$ cat src/rtl/pcie_uart_tx_arbiter.sv
`default_nettype none
// ============================================================================
// Module   : pcie_uart_tx_arbiter
// Purpose  : Whole-message round-robin arbiter sharing one UART TX byte path
//            between two PCIe-side sources, with optional ID prefix and stall abort.
// Revision : 1.0  initial release
// ============================================================================
module pcie_uart_tx_arbiter #(
  parameter int unsigned PREFIX_EN = 1,
  parameter logic [7:0]  PREFIX0   = 8'h31,
  parameter logic [7:0]  PREFIX1   = 8'h32,
  parameter int unsigned TIMEOUT   = 1024
) (
  input  logic       clk_125_clk,
  input  logic       rst_125_reset,
  input  logic       s0_valid,
  input  logic [7:0] s0_data,
  input  logic       s0_last,
  output logic       s0_ready,
  input  logic       s1_valid,
  input  logic [7:0] s1_data,
  input  logic       s1_last,
  output logic       s1_ready,
  output logic       tx_valid,
  output logic [7:0] tx_data,
  input  logic       tx_ready,
  output logic [1:0] grant,
  output logic       busy,
  output logic [1:0] timeout
);

  localparam int unsigned CNT_W = (TIMEOUT > 1) ? $clog2(TIMEOUT + 1) : 1;
  localparam logic [CNT_W-1:0] c_stall_limit = CNT_W'(TIMEOUT);

  typedef enum logic [1:0] {
    ST_IDLE   = 2'd0,
    ST_PREFIX = 2'd1,
    ST_DATA   = 2'd2
  } state_t;

  state_t           r_state;
  state_t           w_state_nx;
  logic [1:0]       r_grant;
  logic [1:0]       w_grant_nx;
  logic             r_last;
  logic             w_last_nx;
  logic [CNT_W-1:0] r_cnt;
  logic [CNT_W-1:0] w_cnt_nx;
  logic [CNT_W-1:0] w_cnt_inc;
  logic             r_tx_valid;
  logic [7:0]       r_tx_data;
  logic [1:0]       r_timeout;
  logic [1:0]       w_timeout_nx;
  logic             w_load;
  logic [7:0]       w_load_data;
  logic             w_slot_free;
  logic             w_owner;
  logic             w_src_valid;
  logic [7:0]       w_src_data;
  logic             w_src_last;
  logic             w_in_data;
  logic             w_accept;

  assign w_slot_free = !r_tx_valid || tx_ready;
  assign w_owner     = r_grant[1];
  assign w_src_valid = w_owner ? s1_valid : s0_valid;
  assign w_src_data  = w_owner ? s1_data  : s0_data;
  assign w_src_last  = w_owner ? s1_last  : s0_last;
  assign w_in_data   = (r_state == ST_DATA);
  assign w_accept    = w_in_data && w_src_valid && w_slot_free;
  assign w_cnt_inc   = r_cnt + 1'b1;

  assign s0_ready = w_in_data && r_grant[0] && w_slot_free;
  assign s1_ready = w_in_data && r_grant[1] && w_slot_free;
  assign tx_valid = r_tx_valid;
  assign tx_data  = r_tx_data;
  assign grant    = r_grant;
  assign busy     = (r_state != ST_IDLE);
  assign timeout  = r_timeout;

  always_comb begin
    w_state_nx   = r_state;
    w_grant_nx   = r_grant;
    w_last_nx    = r_last;
    w_cnt_nx     = r_cnt;
    w_timeout_nx = 2'b00;
    w_load       = 1'b0;
    w_load_data  = 8'h00;
    case (r_state)
      ST_IDLE: begin
        if (s0_valid || s1_valid) begin
          // On a tie the source that did not own the previous message wins.
          if (s0_valid && s1_valid) begin
            w_grant_nx = r_last ? 2'b01 : 2'b10;
          end else begin
            w_grant_nx = s0_valid ? 2'b01 : 2'b10;
          end
          w_state_nx = (PREFIX_EN != 0) ? ST_PREFIX : ST_DATA;
          w_cnt_nx   = '0;
        end
      end
      ST_PREFIX: begin
        if (w_slot_free) begin
          w_load      = 1'b1;
          w_load_data = w_owner ? PREFIX1 : PREFIX0;
          w_state_nx  = ST_DATA;
          w_cnt_nx    = '0;
        end
      end
      ST_DATA: begin
        if (w_accept) begin
          w_load      = 1'b1;
          w_load_data = w_src_data;
          w_cnt_nx    = '0;
          if (w_src_last) begin
            w_state_nx = ST_IDLE;
            w_grant_nx = 2'b00;
            w_last_nx  = w_owner;
          end
        end else if ((TIMEOUT != 0) && !w_src_valid) begin
          // Only source starvation counts; a stalled UART never aborts a message.
          w_cnt_nx = w_cnt_inc;
          if (w_cnt_inc == c_stall_limit) begin
            w_timeout_nx = r_grant;
            w_state_nx   = ST_IDLE;
            w_grant_nx   = 2'b00;
            w_last_nx    = w_owner;
            w_cnt_nx     = '0;
          end
        end
      end
      default: begin
        w_state_nx = ST_IDLE;
        w_grant_nx = 2'b00;
      end
    endcase
  end

  always_ff @(posedge clk_125_clk) begin
    if (rst_125_reset) begin
      r_state    <= ST_IDLE;
      r_grant    <= 2'b00;
      r_last     <= 1'b1;
      r_cnt      <= '0;
      r_timeout  <= 2'b00;
      r_tx_valid <= 1'b0;
      r_tx_data  <= 8'h00;
    end else begin
      r_state   <= w_state_nx;
      r_grant   <= w_grant_nx;
      r_last    <= w_last_nx;
      r_cnt     <= w_cnt_nx;
      r_timeout <= w_timeout_nx;
      if (w_load) begin
        r_tx_valid <= 1'b1;
        r_tx_data  <= w_load_data;
      end else if (tx_ready) begin
        r_tx_valid <= 1'b0;
      end
    end
  end

endmodule
`default_nettype wire

$ cat config.mk
export PLATFORM = sky130hd
export DESIGN_NAME = pcie_uart_tx_arbiter
export DESIGN_NICKNAME = d
export VERILOG_FILES = /design/src/rtl/pcie_uart_tx_arbiter.sv
export SDC_FILE = /design/constraint.sdc
export NUM_CORES = 1
export LEC_CHECK = 0
export ABC_AREA = 1
export CORE_ASPECT_RATIO = 0.7
export CORE_UTILIZATION = 50
export DETAILED_ROUTE_END_ITERATION = 16
export GPL_TIMING_DRIVEN = 0
export PLACE_DENSITY = 0.93
export SLEW_MARGIN = 10
export SYNTH_ARGS = -nofsm -noshare
export SYNTH_HDL_FRONTEND = slang
export SYNTH_SLANG_ARGS = --single-unit
$ cat constraint.sdc
create_clock -name clk_125_clk -period 5.4 [get_ports clk_125_clk]
set_clock_uncertainty 0.1 [all_clocks]
set_input_delay 1.62 -clock clk_125_clk [delete_from_list [all_inputs] [get_ports clk_125_clk]]
set_output_delay 1.62 -clock clk_125_clk [all_outputs]
set_load 0.03 [all_outputs]
# Yosys cells after proc, flatten, opt, wreduce, memory -nomap -nowiden
# Index checks and enable logic that the tools add are counted.
# classes
add_sub_neg	1
n_reduce_logical	20
mul	0
n_lt_le_gt_ge	0
mux	34
shifts	0
div	0
n_bitwise	3
eq_ne	10
# op_table
cell	n
11-bit two-way mux	5
11-bit case mux with 3 select lines	1
2-bit two-way mux	11
8-bit two-way mux	2
8-bit case mux with 2 select lines	1
2-bit case mux with 3 select lines	2
11-bit by 1-bit adder with 11-bit output, second input constant	1
11-bit equality test, second input constant	1
1-bit two-way mux	10
5-bit AND reduction	2
4-bit AND reduction	2
1-bit logical AND	7
6-bit two-way mux	1
2-bit inequality test, second input constant	3
2-bit nonzero test	3
5-bit OR reduction	1
3-bit by 1-bit inequality test with 1-bit output, second input constant	1
3-bit by 2-bit inequality test with 1-bit output, second input constant	1
3-bit inequality test, second input constant	1
1-bit NOT	3
3-bit nonzero test	1
2-bit by 1-bit equality test with 1-bit output, second input constant	1
2-bit equality test, second input constant	1
2-bit logical NOT	1
other kinds (4)	5
# totals
mem_count	0
rom_bits	0
ff_bits	27
mem_bits_rw	0
in_bits	23
latchBits	0

# Depth between registers and ports, before layout
# Gate-level depths: netlist (run 1).
# logic_depth
depth_word	6
ltp_mapped	13
ltp_nobuf	13

# Worst setup path before layout (run 1)
# OpenSTA, ideal clock, no wires.
# synth_timing
path_kind	input to output
startpoint	input port tx_ready
endpoint	output port s0_ready
t_required_ps	3680
path_buffers	0
path_stages	2
t_arrival_ps	2338
setup_slack_ps	1342
path_cell_list	nor2_2 -> nor3_1
# synth_via
elab_chain_len	2
# synth_rtl
element	line	text
start, declared	26	input logic tx_ready,
1-bit logical OR	64	assign w_slot_free = !r_tx_valid || tx_ready;
1-bit logical AND	73	assign s0_ready = w_in_data && r_grant[0] && w_slot_free;
end, declared	19	output logic s0_ready,
# No other way between the ends.

# Worst setup path after layout (run 1)
# layout_timing
startpoint	input port tx_ready
endpoint	output port s1_ready
# layout_via
elab_chain_len	2
# layout_rtl
element	line	text
1-bit logical OR	64	
1-bit logical AND	74	assign s1_ready = w_in_data && r_grant[1] && w_slot_free;
end, declared	23	output logic s1_ready,
# No other way between the ends.

==> Flow_metrics.wiki, run 1 <==
{| class="wikitable"
! Metric !! Value
|-
| Number of H-tree levels || 1
|-
| Ant. Diodes || 0
|-
| Number of sinks handled by clock tree synthesis || 27
|-
| Pins Over Slew Limit || 0
|-
| Reg2reg path depth || 10
|-
| Chain of cells forming the critical path || clkdlybuf4s50_1 -> nor2_2 -> nor3_1 -> clkdlybuf4s50_1
|-
| Standard cell core area || 2880 um^2
|-
| Number of buffers created by CTS || 3
|-
| FF-to-FF Start || r_state[0]
|-
| Critical path type || in2out
|-
| Clock power share || 13.5%
|-
| Tcrit/Tclk final || 89.1%
|-
| Critical Path Most Common Cell || sky130_fd_sc_hd__clkdlybuf4s50_1
|-
| Number of warnings printed during yosys synthesis || 0
|-
| Global-route wire length before repair || 6470 um
|-
| Metal1 wirelength || 1790 um
|-
| Largest net degree at the start of global routing || 16
|-
| Synthesized net count || 267
|-
| Uppermost layer routed || met4
|-
| Family with the most delay on the worst path || buffers and inverters
|-
| DRT Wirelength || 3850 um
|-
| Kind of path behind the tightest hold check || reg2reg
|-
| Power per unit of standard cell area || 429 nW/um^2
|-
| Number of setup violations in the final report || 0
|-
| R2r endpoint || tx_data[0]
|-
| Clock period minus final worst setup slack || between 4 and 5 ns
|-
| Gates resized, CTS repair || 0
|-
| Number of global-route vias before repair || between 1,500 and 2,000
|-
| Core utilization of the finished layout || 70.7%
|-
| Switching power || 0.407 mW
|-
| Buf/Inv on CP || 2
|-
| Arrival time at the worst endpoint || 3.09 ns
|-
| Area share of the leading cell type in the synthesized netlist || 34.5%
|-
| Area of the die || around 3400 um^2
|-
| Final HPWL DP || 2960 um
|-
| Proportion of layout cells with a drive suffix above 1 || 8.19%
|-
| Post-CTS repair timing setup buffer count || 0
|-
| Yosys reg bits || 27
|-
| Max clock buf depth || 2
|-
| Result of the run || completed
|-
| Slew at the pin closest to its max-slew limit || ~0.45 ns
|-
| CP startpoint || tx_ready
|-
| Antenna violations before repair || 0
|-
| Sequential-to-total area share from yosys stat || 34.5%
|-
| Static Leak || 0.852 nW
|-
| End point of the critical path || s1_ready
|-
| VDD IR-drop max || 272 uV
|-
| First-pass iteration count of the detailed router || 5
|-
| Post-synthesis cell type count || 25
|-
| Die H || roughly 49 um
|-
| Total via count in the routed design || 1,677
|-
| Share of power burned in registers || 31.9%
|-
| Final Net Count || between 300 and 400
|-
| Clock latency of the later-clocked register in the worst-skew pair || 0.28 ns
|-
| Data required time of the critical path || 3.68 ns
|-
| Internal Pwr Total || 0.468 mW
|-
| I/O Pins || 39
|-
| Total of max-cap violations || 0
|-
| Grt total ovfl || 0
|-
| Maximum fanout along the worst path || 9
|-
| Rows || 16
|-
| CTS tree || built
|-
| WL met2 || ~1600 um
|-
| Final total negative setup slack || 0 ns
|-
| Post-Syn Area || 1570 um^2
|-
| Drc violations || 0
|-
| Endpoints failing hold || 0
|-
| Crit. path cell count || 4
|-
| Via density per instance || 5.29
|-
| Setup crit start kind || input port
|-
| Cts-stage hold buffer count || 0
|-
| Worst reg-to-reg setup slack || 3.20 ns
|-
| Initial cell density of the core || 54.4%
|-
| Detailed-route wire length per cell || between 10 and 15 um
|-
| Die Span X || 68.9 um
|-
| Top post-synthesis cells by area || sky130_fd_sc_hd__dfxtp_1 (34%), sky130_fd_sc_hd__nand2_1 (16%), sky130_fd_sc_hd__inv_1 (7.2%)
|-
| Area leader, netlist || sky130_fd_sc_hd__dfxtp_1
|-
| Part of the total power dissipated in combinational logic || 54.5%
|-
| Clock slew at the register clock pins of the worst setup and hold paths || 0.10 ns
|-
| Global-route usage over all layers || 25.5%
|-
| Relative slew slack || 69.7%
|-
| Root Buffer Master || sky130_fd_sc_hd__clkbuf_8
|-
| Unrepaired setup endpoints after global routing || no
|-
| Slowest cell delay on critical path || just over 0.6 ns
|-
| Critical Path Sink Type || output pin
|-
| I/O Buffers || 38
|-
| Average size of a mapped cell || 6.56 um^2
|-
| Detailed route wirelength on metal3 || 436 um
|-
| Switching part of the total power || 46.5%
|-
| Post-Syn Instances || between 200 and 250
|-
| Highest Clock Rate || 208 MHz
|-
| Routability-driven placement congestion ratio || 0.857
|-
| DRT iter0 DRCs || 108
|-
| Final antenna-violating net count || 0
|-
| Syn-to-layout area delta || 30.1%
|-
| Slowest stage cell, crit path || sky130_fd_sc_hd__clkdlybuf4s50_1
|}
registers in the layout, indices dropped and copies added (netlist names):
signal,count
r_state,2
tx_data,8
r_cnt,11
tx_valid,1
grant,2
timeout,2
r_last,1
power groups by stage:
stage / registers (mW) / clock network [mW] / logic [mW]
2_1_floorplan: 0.321 / 0 / 0.279
3_3_place_gp: 0.281 / 0 / 0.456
3_5_place_dp: 0.282 / 0 / 0.468
4_1_cts: 0.278 / 0.119 / 0.472
5_1_grt: 0.285 / 0.131 / 0.532
6_report: 0.279 / 0.119 / 0.478
worst min path at each step:
stage                from    endpoint  slack (ns)  cells past startpoint
6_report       tx_data[6]  tx_data[6]        0.38                      2
5_1_grt        tx_data[6]  tx_data[6]        0.40                      2
2_1_floorplan      r_last      r_last        0.32                      2
3_3_place_gp       r_last      r_last        0.34                      2
4_1_cts        tx_data[6]  tx_data[6]        0.38                      2
3_5_place_dp   tx_data[6]  tx_data[6]        0.36                      2
stage by stage:
stage	setup slack (ns)	instances	power, mW	area [um^2]	hold WS, ns
2_1_floorplan	1.34	239	0.600	1570	0.323
3_3_place_gp	0.616	313	0.737	1990	0.339
3_5_place_dp	0.606	313	0.751	1990	0.360
4_1_cts	0.604	317	0.869	2040	0.376
5_1_grt	0.536	317	0.948	2040	0.399
6_report	0.591	317	0.876	2040	0.376
kinds of logic (layout without fill, tap and decap cells):
group                      after synthesis  count (layout)  share of synthesized area (%)
AOI/OAI and AO/OA                       39              39                           14.2
xor gates and xnor gates                 1               1                          0.559
adders and majority gates                5               5                           3.99
buffers and inverters                   34              76                           8.14
DFF                                     27              27                           34.5
muxes                                    1               1                          0.638
and+or+nand+nor                        132             132                           38.0
area by class of cell:
class	instances	area, um^2
multi-input combinational	178	900
clock inverter	1	5.00
timing repair buffer	38	380
clock buffer	3	41.3
inverter	30	113
sequential	27	541
buffer	4	15.0
fill	255	843
tap	36	45.0
cell usage after synthesis:
master / n
sky130_fd_sc_hd__or2_2: 6
sky130_fd_sc_hd__nand3_1: 11
sky130_fd_sc_hd__a21oi_1: 12
sky130_fd_sc_hd__mux2i_1: 1
sky130_fd_sc_hd__o21bai_1: 2
sky130_fd_sc_hd__nor2_2: 6
sky130_fd_sc_hd__clkbuf_1: 4
sky130_fd_sc_hd__nand2_2: 1
sky130_fd_sc_hd__inv_1: 30
sky130_fd_sc_hd__nand2_1: 68
sky130_fd_sc_hd__a21oi_2: 1
sky130_fd_sc_hd__a211oi_1: 2
sky130_fd_sc_hd__o211ai_1: 4
sky130_fd_sc_hd__nand3b_1: 1
sky130_fd_sc_hd__nand3_2: 4
sky130_fd_sc_hd__nand4_1: 5
sky130_fd_sc_hd__xor2_1: 1
sky130_fd_sc_hd__nor3_1: 4
sky130_fd_sc_hd__nand2_4: 1
sky130_fd_sc_hd__ha_1: 5
sky130_fd_sc_hd__dfxtp_1: 27
sky130_fd_sc_hd__nor2_1: 25
sky130_fd_sc_hd__o21ai_1: 2
sky130_fd_sc_hd__a31oi_1: 3
sky130_fd_sc_hd__o21ai_0: 13
placed cells by master, fill, tap and decap left out, drive strengths merged, types with 2 or more instances in the layout:
| cell | Yosys | routed |
|---|---|---|
| o21bai | 2 | 2 |
| nand4 | 5 | 5 |
| dfxtp | 27 | 27 |
| a211oi | 2 | 2 |
| nor3 | 4 | 4 |
| nor2 | 31 | 31 |
| clkdlybuf4s50 | 0 | 38 |
| o211ai | 4 | 4 |
| ha | 5 | 5 |
| nand2 | 70 | 70 |
| a31oi | 3 | 3 |
| nand3 | 15 | 15 |
| or2 | 6 | 6 |
| inv | 30 | 30 |
| a21oi | 13 | 13 |
| clkbuf | 4 | 7 |
| o21ai | 15 | 15 |
per-layer routing:
layer	vias up	global-route usage [%]
met4	0	5.78
met2	84	38.5
met5	-	0
met1	726	35.0
met3	9	8.41
li1	858	-
tightest hold or removal path: cells and delay by family (launching register included):
| family | cells | cell delay, ns |
|---|---|---|
| AO/OA/AOI/OAI | 1 | 0.05 |
| flip-flops | 1 | 0.32 |
| AND/OR/NAND/NOR | 1 | 0.06 |
Power figures use the tool's default switching activity.
==> run 2, diff against run 1 <==
CTS_CLUSTER_DIAMETER = 30   (was not set)
==> results of run 2 <==
Same layout as run 1: the final DEF is identical, and so are final timing and power.
==> run 3, diff against run 2 <==
CORE_MARGIN = 1.5   (was not set)
==> run 3 against run 2 <==
Against the previous run: final area unchanged; via count decreased by 0.83%; non-clock buffer count did not move; sequential share of layout area stayed put; worst setup slack improved by 0.015 ns; maximum frequency is 0.30% higher; combinational power fell by 0.8%; wire length is 2.2% lower; global-route usage shrank 3.0 points; final cell count did not move; die area grew 3.5%; worst hold slack worse by 0.0018 ns.
==> Flow_metrics.wiki, run 3 (same netlist as run 1, synthesis figures left out) <==
{| class="wikitable"
! Metric !! Value
|-
| Unrepaired setup endpoints after global routing || no
|-
| Power Total || 0.867 mW
|-
| Initial cell density of the core || a little over half
|-
| Endpoints failing hold || 0
|-
| Number of setup violations in the final report || 0
|-
| Number of sinks handled by clock tree synthesis || 27
|-
| Result of the run || completed
|-
| Via density per instance || between 5 and 6
|-
| Critical path type || in2out
|-
| Power per unit of standard cell area || 425 nW/um^2
|-
| Max reg flops || 11
|-
| Die H || between 40 and 50 um
|-
| Slew at the pin closest to its max-slew limit || between 0.4 and 0.5 ns
|-
| Grt total ovfl || 0
|-
| Routability-driven placement congestion ratio || 0.891
|-
| Detailed-route wire length per cell || 11.9 um
|-
| Cts-stage hold buffer count || 0
|-
| Kind of path behind the tightest hold check || reg2reg
|-
| Slowest stage cell, crit path || sky130_fd_sc_hd__clkdlybuf4s50_1
|-
| Clock period minus final worst setup slack || approximately 4.8 ns
|-
| Clock slew at the register clock pins of the worst setup and hold paths || 0.09 ns
|-
| Family with the most delay on the worst path || buffers and inverters
|-
| Final Net Count || 310
|-
| Die Span X || 69.9 um
|-
| Root Buffer Master || sky130_fd_sc_hd__clkbuf_8
|-
| Largest net degree at the start of global routing || 16
|-
| Highest Clock Rate || 209 MHz
|-
| Total via count in the routed design || 1,663
|-
| Most frequent standard cell in the layout excluding fill and tap cells || sky130_fd_sc_hd__nand2_1
|-
| DRT iter0 DRCs || 108
|-
| Critical Path Most Common Cell || sky130_fd_sc_hd__clkdlybuf4s50_1
|-
| I/O Buffers || 38
|-
| Maximum fanout along the worst path || 9
|-
| Ant. Diodes || 0
|-
| Post-CTS repair timing setup buffer count || 0
|-
| I/O Pins || 39
|-
| Proportion of layout cells with a drive suffix above 1 || 8.19%
|-
| Slowest cell delay on critical path || 0.61 ns
|-
| CTS tree || built
|-
| Global-route wire length before repair || 6290 um
|-
| Data required time of the critical path || 3.68 ns
|-
| Max clock buf depth || 2
|-
| Gates resized, CTS repair || 0
|-
| VDD IR-drop max || roughly 250 uV
|-
| Critical Path Sink Type || output pin
|-
| Chain of cells forming the critical path || clkdlybuf4s50_1 -> nor2_2 -> nor3_1 -> clkdlybuf4s50_1
|-
| Drc violations || 0
|-
| Area of the die || approximately 3500 um^2
|-
| Final total negative setup slack || 0 ns
|-
| Arrival time at the worst endpoint || 3.07 ns
|-
| Static Leak || about 0.85 nW
|-
| Number of global-route vias before repair || ~1,500
|-
| Buf/Inv on CP || 2
|-
| Number of buffers created by CTS || 3
|-
| First-pass iteration count of the detailed router || 4
|-
| Standard cell core area || 2880 um^2
|-
| Rows || 16
|-
| Setup crit start kind || input port
|-
| Global-route usage over all layers || 22.6%
|-
| Relative slew slack || between 60% and 70%
|-
| Tcrit/Tclk final || 88.8%
|-
| Syn-to-layout area delta || 30.1%
|-
| Final HPWL DP || 2950 um
|-
| Register with the most flip-flops || r_cnt
|-
| Number of H-tree levels || 1
|-
| Pins Over Slew Limit || 0
|-
| Most used cells in the layout excluding fill and tap cells || sky130_fd_sc_hd__nand2_1 (68), sky130_fd_sc_hd__clkdlybuf4s50_1 (38), sky130_fd_sc_hd__inv_1 (30)
|-
| Antenna violations before repair || 0
|-
| Total of max-cap violations || 0
|-
| Clock latency of the later-clocked register in the worst-skew pair || about 0.27 ns
|-
| DRT Wirelength || 3760 um
|-
| Final antenna-violating net count || 0
|}
-- run 3: cell counts in the layout (fill, tap and decap cells not counted) --
Identical to the previous run, type by type.
-- run 3: worst reg2reg max path, delay by kind of cell (launching register included) --
| kind | cells | cell delay (ns) |
|---|---|---|
| adders and majority gates | 1 | 0.17 |
| AOI/OAI and AO/OA | 1 | 0.10 |
| buffers and inverters | 3 | 0.63 |
| DFF | 1 | 0.35 |
| and+or+nand+nor | 5 | 0.66 |
-- run 3: final timing paths --
kind | startpoint | end | slack, ns | depth (start not counted)
worst max-delay path | tx_ready | s1_ready | 0.61 | 4
worst min-delay path | r_last | r_last | 0.37 | 2
worst max register to register | r_state[0] | r_cnt[10] | 3.29 | 10
worst min register to register | r_last | r_last | 0.37 | 2
-- run 3: area by class of cell --
| type | instances | area [um^2] |
|---|---|---|
| Buffer | 4 | 15.0 |
| Clock buffer | 3 | 41.3 |
| Clock inverter | 1 | 5.00 |
| Fill cell | 254 | 843 |
| Inverter | 30 | 113 |
| Multi-Input combinational cell | 178 | 900 |
| Sequential cell | 27 | 541 |
| Tap cell | 36 | 45.0 |
| Timing Repair Buffer | 38 | 380 |
-- run 3: per-stage QoR --
step                      hold WS, ns  instance area (um^2)  worst slack [ns]  utilization [%]  instances
final                           0.374                  2040             0.606             70.7        317
after global routing            0.393                  2040             0.540             70.7        317
after CTS                       0.372                  2040             0.617             70.7        317
after detailed placement        0.350                  1990             0.619             69.1        313
after global placement          0.340                  1990             0.623             69.1        313
after floorplan                 0.323                  1570              1.34                -        239
-- run 3: where the power goes --
part           total [mW]  leakage, nW  internal [mW]  switching (mW)
Clock               0.114       0.0255         0.0517          0.0625
Combinational       0.474        0.607          0.173           0.301
Sequential          0.279        0.220          0.243          0.0360
Total               0.867        0.852          0.468           0.400
-- run 3: metal layers --
metal  wire [um]  global-route usage [%]  vias to the layer above  part of all wire, %
li1            -                       -                      860                    -
met1        1790                    30.6                      732                   48
met2        1590                    36.3                       71                   42
met3         382                    6.54                        0                   10
met4           0                    3.85                        0                    0
met5           0                       0                        -                    0
